==> config.mk <==
export PLATFORM = sky130hd
export DESIGN_NAME = dds_wave_gen_flat
export DESIGN_NICKNAME = d
export VERILOG_FILES = /design/src/rtl/dds_wave_gen_if.sv /design/src/rtl/dds_wave_gen.sv /design/src/flat_wrapper.sv
export SDC_FILE = /design/constraint.sdc
export NUM_CORES = 1
export LEC_CHECK = 0
export BUFFER_PORTS_ARGS = -buffer_cell sky130_fd_sc_hd__buf_2
export CAP_MARGIN = 20
export CORE_ASPECT_RATIO = 1.25
export CORE_MARGIN = 4
export CORE_UTILIZATION = 62
export DETAILED_ROUTE_END_ITERATION = 8
export GPL_ROUTABILITY_DRIVEN = 0
export PLACE_DENSITY = 0.85
export SLEW_MARGIN = 25
export SYNTH_ARGS = -nofsm -noshare
export SYNTH_HDL_FRONTEND = slang
export SYNTH_SLANG_ARGS = --single-unit
==> constraint.sdc <==
create_clock -name clk -period 7.6 [get_ports clk]
set_clock_uncertainty 0.05 [all_clocks]
set_input_delay 1.14 -clock clk [delete_from_list [all_inputs] [get_ports clk]]
set_output_delay 1.14 -clock clk [all_outputs]
set_load 0.02 [all_outputs]
==> src/rtl/dds_wave_gen_if.sv <==
// Configuration, ROM and sample bus of the DDS sample source.
// slave is the generator side; master is the config source / ROM / sample sink side.
interface dds_wave_gen_if #(
    parameter int PHASE_W = 32
);
    logic               cfg_valid;
    logic               cfg_ready;
    logic [PHASE_W-1:0] cfg_ftw;
    logic [9:0]         cfg_poff;
    logic [1:0]         cfg_wave;
    logic [7:0]         cfg_amp;
    logic [9:0]         rom_addr;
    logic [9:0]         rom_data;
    logic               sample_valid;
    logic [9:0]         sample;

    modport slave (
        input  cfg_valid, cfg_ftw, cfg_poff, cfg_wave, cfg_amp, rom_data,
        output cfg_ready, rom_addr, sample_valid, sample
    );

    modport master (
        output cfg_valid, cfg_ftw, cfg_poff, cfg_wave, cfg_amp, rom_data,
        input  cfg_ready, rom_addr, sample_valid, sample
    );
endinterface

==> src/rtl/dds_wave_gen.sv <==
// DDS sample source: phase accumulator, ROM addressing, wave select and amplitude
// scaling about mid-scale, with phase-continuous retuning applied on accumulator wrap.
module dds_wave_gen #(
    parameter int PHASE_W = 32
) (
    input  logic          clk,
    input  logic          rst,
    input  logic          en_i,
    dds_wave_gen_if.slave bus
);
    localparam int AW     = 10;
    localparam int STAGES = 3;

    typedef enum logic [1:0] {W_SINE, W_TRI, W_SAW, W_SQR} wave_e;

    typedef struct packed {
        logic [PHASE_W-1:0] ftw;
        logic [AW-1:0]      poff;
        wave_e              wave;
        logic [7:0]         amp;
    } cfg_t;

    cfg_t               act_q, act_d, shd_q, shd_d, cfg_in;
    logic               pend_q, pend_d;
    logic [PHASE_W-1:0] acc_q, acc_d;
    logic [PHASE_W:0]   sum;
    logic               carry, xfer;

    logic [STAGES:1]    vld_pipe_q;
    logic [AW-1:0]      addr_q, addr_d;
    wave_e              wave1_q;
    logic [7:0]         amp1_q, amp2_q;
    logic [AW-1:0]      raw_q, raw_d;
    logic [AW-1:0]      smp_q, smp_d;
    logic signed [AW:0]   s3;
    logic signed [AW+9:0] p3;

    // Config path: immediate apply when the accumulator is idle, else park in the
    // shadow until the accumulator carries out so the phase never jumps.
    always_comb begin
        cfg_in.ftw  = bus.cfg_ftw;
        cfg_in.poff = bus.cfg_poff;
        cfg_in.wave = wave_e'(bus.cfg_wave);
        cfg_in.amp  = bus.cfg_amp;

        sum   = {1'b0, acc_q} + {1'b0, act_q.ftw};
        carry = en_i && sum[PHASE_W];
        xfer  = bus.cfg_valid && !pend_q;
        acc_d = en_i ? sum[PHASE_W-1:0] : acc_q;

        act_d  = act_q;
        shd_d  = shd_q;
        pend_d = pend_q;
        if (pend_q && carry) begin
            act_d  = shd_q;
            pend_d = 1'b0;
        end else if (xfer) begin
            if (act_q.ftw == '0 || !en_i) begin
                act_d = cfg_in;
            end else begin
                shd_d  = cfg_in;
                pend_d = 1'b1;
            end
        end
    end

    // rom_data arrives while addr_q still holds its address, so addr_q is the aligned a.
    always_comb begin
        addr_d = acc_q[PHASE_W-1 -: AW] + act_q.poff;
        unique case (wave1_q)
            W_SINE:  raw_d = bus.rom_data;
            W_TRI:   raw_d = addr_q[AW-1] ? {~addr_q[AW-2:0], 1'b0} : {addr_q[AW-2:0], 1'b0};
            W_SAW:   raw_d = addr_q;
            default: raw_d = addr_q[AW-1] ? '0 : '1;
        endcase
        s3    = $signed({1'b0, raw_q}) - 11'sd512;
        p3    = s3 * $signed({1'b0, amp2_q});
        smp_d = AW'(p3 >>> 8) + 10'd512;
    end

    always_ff @(posedge clk) begin
        if (rst) begin
            acc_q      <= '0;
            act_q      <= '0;
            shd_q      <= '0;
            pend_q     <= 1'b0;
            vld_pipe_q <= '0;
            addr_q     <= '0;
            wave1_q    <= W_SINE;
            amp1_q     <= '0;
            amp2_q     <= '0;
            raw_q      <= 10'd512;
            smp_q      <= 10'd512;
        end else begin
            acc_q      <= acc_d;
            act_q      <= act_d;
            shd_q      <= shd_d;
            pend_q     <= pend_d;
            vld_pipe_q <= {vld_pipe_q[STAGES-1:1], en_i};
            addr_q     <= addr_d;
            wave1_q    <= act_q.wave;
            amp1_q     <= act_q.amp;
            amp2_q     <= amp1_q;
            raw_q      <= raw_d;
            if (vld_pipe_q[STAGES-1])
                smp_q <= smp_d;
        end
    end

    assign bus.cfg_ready    = !pend_q;
    assign bus.rom_addr     = addr_q;
    assign bus.sample_valid = vld_pipe_q[STAGES];
    assign bus.sample       = smp_q;
endmodule

==> src/flat_wrapper.sv <==
// flat-port wrapper written by rule: the top's interface ports become plain ports
module dds_wave_gen_flat 
#(
    parameter int PHASE_W = 32
)
  (clk, rst, en_i, bus_cfg_valid, bus_cfg_ftw, bus_cfg_poff, bus_cfg_wave, bus_cfg_amp, bus_rom_data, bus_cfg_ready, bus_rom_addr, bus_sample_valid, bus_sample);
  dds_wave_gen_if #(.PHASE_W(PHASE_W)) bus_i ();
  input  logic clk;
  input  logic rst;
  input  logic en_i;
  input wire logic [$bits(bus_i.cfg_valid)-1:0] bus_cfg_valid;
  input wire logic [$bits(bus_i.cfg_ftw)-1:0] bus_cfg_ftw;
  input wire logic [$bits(bus_i.cfg_poff)-1:0] bus_cfg_poff;
  input wire logic [$bits(bus_i.cfg_wave)-1:0] bus_cfg_wave;
  input wire logic [$bits(bus_i.cfg_amp)-1:0] bus_cfg_amp;
  input wire logic [$bits(bus_i.rom_data)-1:0] bus_rom_data;
  output wire logic [$bits(bus_i.cfg_ready)-1:0] bus_cfg_ready;
  output wire logic [$bits(bus_i.rom_addr)-1:0] bus_rom_addr;
  output wire logic [$bits(bus_i.sample_valid)-1:0] bus_sample_valid;
  output wire logic [$bits(bus_i.sample)-1:0] bus_sample;
  assign bus_i.cfg_valid = bus_cfg_valid;
  assign bus_i.cfg_ftw = bus_cfg_ftw;
  assign bus_i.cfg_poff = bus_cfg_poff;
  assign bus_i.cfg_wave = bus_cfg_wave;
  assign bus_i.cfg_amp = bus_cfg_amp;
  assign bus_i.rom_data = bus_rom_data;
  assign bus_cfg_ready = bus_i.cfg_ready;
  assign bus_rom_addr = bus_i.rom_addr;
  assign bus_sample_valid = bus_i.sample_valid;
  assign bus_sample = bus_i.sample;
  dds_wave_gen #(.PHASE_W(PHASE_W)) u_core (.clk(clk), .rst(rst), .en_i(en_i), .bus(bus_i));
endmodule
# Yosys cells after proc, flatten, opt, wreduce, memory -nomap -nowiden
# Index checks and enable logic that the tools add are counted.
dict set report word_totals {
  output_inout_bits 22
  wordCells 47
  input_bits 66
  memories 0
  ram_bits 0
  latch_bits 0
  mem_bits_ro 0
  register_bits 188
}
dict set report classes {
  shift 0
  reduce_logical 14
  n_lt_le_gt_ge 0
  mux 6
  n_eq_ne 2
  n_div 0
  n_bitwise 3
  add_sub_neg 4
  n_mul 1
}
# cell n
set ops {}
lappend ops {{52-bit two-way mux} 3}
lappend ops {{32-bit by 32-bit adder with 33-bit output} 1}
lappend ops {{32-bit logical NOT} 1}
lappend ops {{10-bit one-hot mux with 3 select lines} 1}
lappend ops {{10-bit two-way mux} 2}
lappend ops {{11-bit by 9-bit multiplier with 18-bit output} 1}
lappend ops {{10-bit by 10-bit subtractor with 11-bit output, second input constant} 1}
lappend ops {{10-bit adder} 1}
lappend ops {{10-bit adder, second input constant} 1}
lappend ops {{9-bit NOT} 1}
lappend ops {{2-bit AND reduction} 2}
lappend ops {{2-bit nonzero test} 2}
lappend ops {{1-bit logical AND} 3}
lappend ops {{3-bit AND reduction} 1}
lappend ops {{2-bit by 1-bit equality test with 1-bit output, second input constant} 1}
lappend ops {{2-bit equality test, second input constant} 1}
lappend ops {{1-bit logical NOT} 2}
lappend ops {{2-bit logical NOT} 1}
lappend ops {{1-bit NOT} 2}
lappend ops {{2-bit OR reduction} 1}
lappend ops {{1-bit logical OR} 1}

# Logic depth before layout (Yosys ltp)
# Gate-level depths: netlist of the first run.
dict set report logic_depth {
  ltp_word 5
  depth_mapped 18
  mapped_depth_nobuf 17
}

# Least setup slack after synthesis of the first run
# OpenSTA, ideal clock, no wires.
dict set report synth_path {
  kind {register to register}
  startpoint {register u_core.amp2_q[2]}
  endpoint {register u_core.smp_q[8], in the netlist u_core.bus.sample[8]}
  n_path_buf 1
  period_less_slack_ns 4.410
  path_stages_with_launch 18
  t_arrival_ns 4.232
  setup_ns 0.128
  t_required_ns 7.422
  path_slack_ns 3.190
  cell_sequence {dfxtp_1 clkbuf_1 nand2_1 fa_1 inv_1 fa_1 inv_1 fa_1 fa_1 inv_1 ha_1 inv_1 o31a_1 o211ai_1 a41oi_1 xnor2_1 mux2i_1 nor2_1}
}
dict set report synth_via {
  elab_chain_len 2
}
# element line
set synth_rtl {}
lappend synth_rtl {{start: declaration} dds_wave_gen.sv:32} ;# logic [7:0] amp1_q, amp2_q;
lappend synth_rtl {{start signal: assignment} dds_wave_gen.sv:103} ;# amp2_q <= amp1_q;
lappend synth_rtl {{11-bit by 9-bit multiplier with 18-bit output} dds_wave_gen.sv:77} ;# p3 = s3 * $signed({1'b0, amp2_q});
lappend synth_rtl {{10-bit adder} dds_wave_gen.sv:78} ;# smp_d = AW'(p3 >>> 8) + 10'd512;
lappend synth_rtl {{end signal: assignment} dds_wave_gen.sv:106} ;# smp_q <= smp_d;
lappend synth_rtl {{end: declaration} dds_wave_gen.sv:34} ;# logic [AW-1:0] smp_q, smp_d;
# No other way between the ends.
# A chain may end at the register's enable or synchronous reset.

# Worst setup path in the final report of the first run
# Ends and elaborated chain as after synthesis.

==> results of run 1 <==
==> final cells by class <==
cell class / instances / area, µm²
Sequential cell: 188 / 3764
Multi-Input combinational cell: 923 / 7621
Tap cell: 261 / 326.6
Fill cell: 1403 / 5769
Inverter: 115 / 431.7
Timing Repair Buffer: 94 / 498.0
Clock inverter: 15 / 152.6
Clock buffer: 17 / 425.4
==> metal layers <==
metal,track usage (%),vias up,part of all wire [%]
met5,0,-,0
met4,12.00,0,3.5
met3,3.983,83,4.7
met2,48.87,283,53
met1,29.22,4583,39
li1,-,4512,-
==> registers in the layout, indices dropped and copies added, names as in the netlist <==
signal / count
u_core.pend_q: 1
u_core.bus.sample: 10
u_core.acc_q: 32
u_core.wave1_q: 2
u_core.shd_q: 52
u_core.act_q: 52
u_core.amp2_q: 8
u_core.amp1_q: 8
u_core.vld_pipe_q: 3
u_core.bus.rom_addr: 10
u_core.raw_q: 10
==> logic make-up after synthesis <==
family | count (synthesis)
AND/OR/NAND/NOR | 344
AO/OA/AOI/OAI | 270
flip-flops | 188
buffers and inverters | 181
adder cells (fa/ha/maj) | 137
multiplexers | 122
XOR/XNOR | 50
==> layout by cell type (no fill, tap or decap), types with 5 or more instances in the layout <==
master	Yosys	layout
a211oi_1	20	20
buf_2	5	86
ha_1	72	72
or3_1	5	5
nor3_1	16	16
and3_1	5	5
nor2_1	125	125
a21o_1	26	26
o22ai_1	6	6
xor2_1	20	20
and2_1	39	39
o21bai_1	57	57
o21a_1	7	7
inv_1	115	114
nand2_1	75	75
nand2b_1	8	8
xnor2_1	30	30
mux2_2	51	51
dfxtp_1	188	188
mux2i_1	71	71
nor2b_1	39	39
nand3_1	10	9
nor4_1	8	8
clkbuf_16	0	17
o211a_1	52	52
a21oi_1	39	39
o21ai_0	27	27
fa_1	65	65
buf_4	0	7
==> worst max-delay path, stage by stage (launching register included) <==
cell,delay [ns]
dfxtp_1,0.51
nand2_1,0.15
fa_1,0.54
inv_1,0.05
fa_1,0.45
ha_1,0.29
inv_1,0.05
fa_1,0.53
inv_1,0.04
ha_1,0.27
and4_1,0.20
a211oi_1,0.30
o31a_1,0.36
o211ai_1,0.22
a41oi_1,0.40
xnor2_1,0.10
mux2i_1,0.13
nor2_1,0.06
==> metrics by stage <==
stage          utilization [%]  worst slack (ns)
2_1_floorplan                -             3.190
3_3_place_gp             66.48             2.879
3_5_place_dp             66.57             2.809
4_1_cts                  69.62             2.795
5_1_grt                  69.62             2.485
6_report                 69.62             2.753
==> final timing paths <==
| check | cells past startpoint | to | from |
|---|---|---|---|
| setup / recovery | 17 | u_core.bus.sample[8] | u_core.amp2_q[2] |
| hold reg to reg | 1 | u_core.amp2_q[2] | u_core.amp1_q[2] |
| hold / removal | 1 | u_core.amp2_q[2] | u_core.amp1_q[2] |
| setup reg to reg | 17 | u_core.bus.sample[8] | u_core.amp2_q[2] |
==> power by group through the flow <==
stage                     Combinational [mW]  Clock [mW]  Sequential [mW]
final                                  0.321       0.872             1.09
after global routing                   0.356       0.922             1.09
after CTS                              0.320       0.879             1.09
after detailed placement               0.317           0             1.11
after global placement                 0.305           0             1.11
after floorplan                        0.242           0             1.09
==> flow_summary.ini, run 1 <==
[yosys]
ys_types = 61
synth.most_common_cell = dfxtp_1
synth_seq_cells = 188
synth_area_um2 = 12110
synthCells = 1292
yosysSeqAreaShare_pct = 31.08
synth_top_cell_by_area = dfxtp_1
synth_fa_ha_area_share_pct = 18.19
synthArstFlopShare_pct = 0
synth_top_family_by_area = adder cells
ys.flop_type = dfxtp_1
synth-edff-count = 0
yosysWarningCount = 0
synth_compound_area_share_pct = 16.91
synth_top_area_share_pct = 31.08
synth_common_cells = 188 x dfxtp_1, 125 x nor2_1, 115 x inv_1
synth-xor-area-share_pct = 3.617
synth-simple-area-share_pct = 13.56
synth_area_leaders = dfxtp_1 31%, fa_1 11%, ha_1 7.4%
synthMuxAreaShare_pct = 10.61
synth_nets = 1495
synth.avg_cell_area_um2 = 9.371

[pwr]
swShare_pct = 28.63
sequentialPowerShare_pct = 47.7
p_leak_nw = 6.834
power.density_nw_per_um2 = 172.6
internal_power_mw = 1.629
p_switching_mw = 0.6533
p_comb_share_pct = 14.0
power_mw = 2.282
pwr-share-clk_pct = 38.2
ir_drop_mv = 0.1587

[worst_setup_path]
cp-start-kind = flip-flop
rrSetupSlack_ns = 2.75
crit_fanout = 10
worstPathArrival_ns = 5.08
cp-end-kind = flip-flop
crit_required_ns = 7.84
crit_type = flip-flop to flip-flop

[timing]
finalHoldViolCount = 0
whs_ns = 0.3900
rsz0062_at_grt = no
period_share_pct = 63.77
finalSetupViolCount = 0
max_freq_mhz = 206.3
max_slew.worst_pin.slew_ns = 1.022
slew_viol_final = 0
setup_tns_ns = 0
period_needed_ns = 4.847
slew_headroom_pct = 31.78

[cells_and_area]
antennaDiodeCount = 0
layout-drive-gt1-share_pct = 13.76
syn_to_final_growth_pct = 9.176
instances_no_fill = 1613
design_area_um2 = 13220
nets = 1542

[die]
start_util_pct = 63.77
die_y_um = 164.2
die_w_um = 133.0
io_pins = 88
fp-row-count = 56
fp.dieArea_um2 = 21840
core_um2 = 18990

[global_routing]
grt.overflow.total = 0
grt_first_pass_wirelength_um = 46560
grt_use_total_pct = 26.17
grt_pass1_vias = 9916
antenna_found_initial = 0
grt_max_degree = 73

[cts]
post_cts_buffers = 0
cts_sinks = 188
htreeDepth = 4
root_buffer = clkbuf_16
cts_made_buffers = 17
clk_path_buf_depth = 2
hold_buffers = 0
path_clk_slew_ns = 0.07
cts-resized-gates = 0
tritoncts = done
clkLatencyLatePin_ns = 0.44

[detailed_routing]
vias = 9461
viasPerCell = 5.865
firstDrtPassIters = 5
drc = 0
routed_wl_um = 27900
drt_iter0_drc = 785
final_antenna_net_count = 0
wl_per_cell_um = 17.30

[status]
status = finished clean

[place]
hpwlAfterDp_um = 19790
place_area_um2 = 12640
dp.cells = 1581
portBuffers = 87

[job]
max_cap_violations = 0

[min_path]
hold_class = flip-flop to flip-flop
Note: power is estimated with default switching activity, not from simulation.
==> inputs of run 2 (changes only) <==
Settings changed: CORE_UTILIZATION 62 to 56, PLACE_DENSITY 0.85 to 0.81.
Clock period 7.6 ns to 4.3 ns, I/O delays scaled along.
==> run 2 against run 1 <==
The flow now finishes with violations (setup timing). Global-route usage is 2.4 points lower. Die area is 10% higher. Clock-buffer cell count is 1 higher. Register-to-register slack worse by 2.8 ns. First-iteration DRC count is 44% lower. Sequential power is 76% higher. Via count is 0.17% higher.
==> flow_summary.ini, run 2 (synthesis results as in run 1) <==
[global_routing]
grt_use_total_pct = 23.73
grt_max_degree = 93
grt_first_pass_wirelength_um = 46760
grt.overflow.total = 0
grt_pass1_vias = 9675
antenna_found_initial = 0

[cells_and_area]
final_common_cell = dfxtp_1
design_area_um2 = 13760
nets = 1582
top_regs = u_core.act_q x52, u_core.shd_q x52, u_core.acc_q x32
utilization_pct = 65.42
syn_to_final_growth_pct = 13.67
layout_common_cells = 175 x dfxtp_1, 124 x nor2_1, 105 x inv_1, 86 x buf_2, 71 x mux2i_1
layout-drive-gt1-share_pct = 19.48
antennaDiodeCount = 0

[timing]
setup_tns_ns = -0.09455
max_slew.worst_pin.slew_ns = 1.007
finalHoldViolCount = 0
period_share_pct = 101.7
slew_viol_final = 0
rsz0062_at_grt = yes
period_needed_ns = 4.373
finalSetupViolCount = 2
max_freq_mhz = 228.7
fin_ws_ns = -0.07300
slew_headroom_pct = 32.88

[die]
io_pins = 88
fp-row-count = 59
start_util_pct = 57.55
die_y_um = 172.4
die_w_um = 139.5
fp.dieArea_um2 = 24050
core_um2 = 21040

[cts]
clk_path_buf_depth = 2
tritoncts = done
cts_made_buffers = 17
htreeDepth = 4
hold_buffers = 0
root_buffer = clkbuf_16
cts_sinks = 188
path_clk_slew_ns = 0.07
clkLatencyLatePin_ns = 0.45

[worst_setup_path]
cp-start-kind = flip-flop
crit_type = flip-flop to flip-flop
path_common_cell = fa_1
worstPathCellList = buf_6 -> and2_4 -> fa_1 -> inv_1 -> fa_1 -> fa_1 -> fa_1 -> inv_2 -> ha_4 -> inv_2 -> o31a_1 -> o211ai_1 -> buf_4 -> a41oi_4 -> xnor2_1 -> mux2i_1 -> nor2_1
slowest_stage = fa_1
worstSetupStartpoint = u_core.raw_q[3]
critPathBufInv = 5
worstPathArrival_ns = 4.62
crit_required_ns = 4.55
crit_family = adder cells
cp-end-kind = flip-flop
crit_fanout = 6
r2r-start = u_core.raw_q[3]
cpPeakStageDelay_ns = 0.53

[detailed_routing]
wl_per_cell_um = 17.02
drt_iter0_drc = 442
final_antenna_net_count = 0
firstDrtPassIters = 5
drc = 0
routed_wl_um = 28340
vias = 9477
viasPerCell = 5.692

[pwr]
ir_drop_mv = 0.3113
p_comb_share_pct = 14.7
internal_power_mw = 2.949
p_switching_mw = 1.143
p_leak_nw = 7.086
pwr-share-clk_pct = 38.4
sequentialPowerShare_pct = 46.9
swShare_pct = 27.94
power_mw = 4.092
power.density_nw_per_um2 = 297.3

[status]
status = finished, violations left
failed_checks = setup timing

[place]
place_area_um2 = 12940
pre_cts_slack_ns = -0.3162
portBuffers = 87
hpwlAfterDp_um = 20370

[min_path]
hold_class = flip-flop to flip-flop
hp-start = u_core.amp1_q[3]

[job]
max_cap_violations = 0
-- run 2: changes by cell type in the layout (fill, tap and decap cells not counted), moves of 4 or more --
| cell | delta |
|---|---|
| buf_4 | +32 |
| dfxtp_1 | -13 |
| inv_1 | -9 |
| inv_2 | +9 |
| dfxtp_2 | +8 |
| buf_6 | +6 |
| nand2_1 | -6 |
| nand2_2 | +6 |
| dfxtp_4 | +5 |
| ha_1 | -5 |
| ha_4 | +4 |
-- run 2: what timing repair did --
item | in CTS | in global routing
setup buffers | 4 | 1
pin swaps | 10 | 18
gates resized for setup | 28 | 34
setup endpoints to repair | 8 | 8
-- run 2: worst paths after layout --
kind	endpoint	slack, ns	cells after the start
worst max-delay path	u_core.bus.sample[8]	-0.07	17
worst min-delay path	u_core.amp2_q[3]	0.39	1
worst max register to register	u_core.bus.sample[8]	-0.07	17
worst min register to register	u_core.amp2_q[3]	0.39	1
-- run 2: stage by stage --
stage | hold WS (ns) | cells
floorplan | 0.3638 | 1292
global placement | 0.3671 | 1629
detailed placement | 0.3731 | 1629
CTS | 0.3847 | 1664
global route | 0.3940 | 1665
finish | 0.3857 | 1665
-- run 2: final cells by class --
type,count,area [µm²]
Fill cell,1639,7276
Sequential cell,188,3792
Tap cell,274,342.8
Timing Repair Buffer,134,843.3
Clock buffer,18,429.2
Multi-Input combinational cell,923,7770
Inverter,115,431.7
Clock inverter,13,153.9
-- run 2: power groups by stage --
stage               logic (mW)  registers [mW]  clock network (mW)
floorplan                0.428            1.93                   0
global placement         0.567            1.95                   0
detailed placement       0.586            1.96                   0
CTS                      0.594            1.92                1.59
global route             0.665            1.93                1.66
finish                   0.601            1.92                1.57
-- run 2: routing by layer --
layer  GRT usage (%)  part of all wire (%)  vias up
li1                -                     -     4592
met1           26.80                    39     4570
met2           45.31                    54      252
met3           3.734                   4.5       63
met4           8.383                   2.4        0
met5               0                     0        -
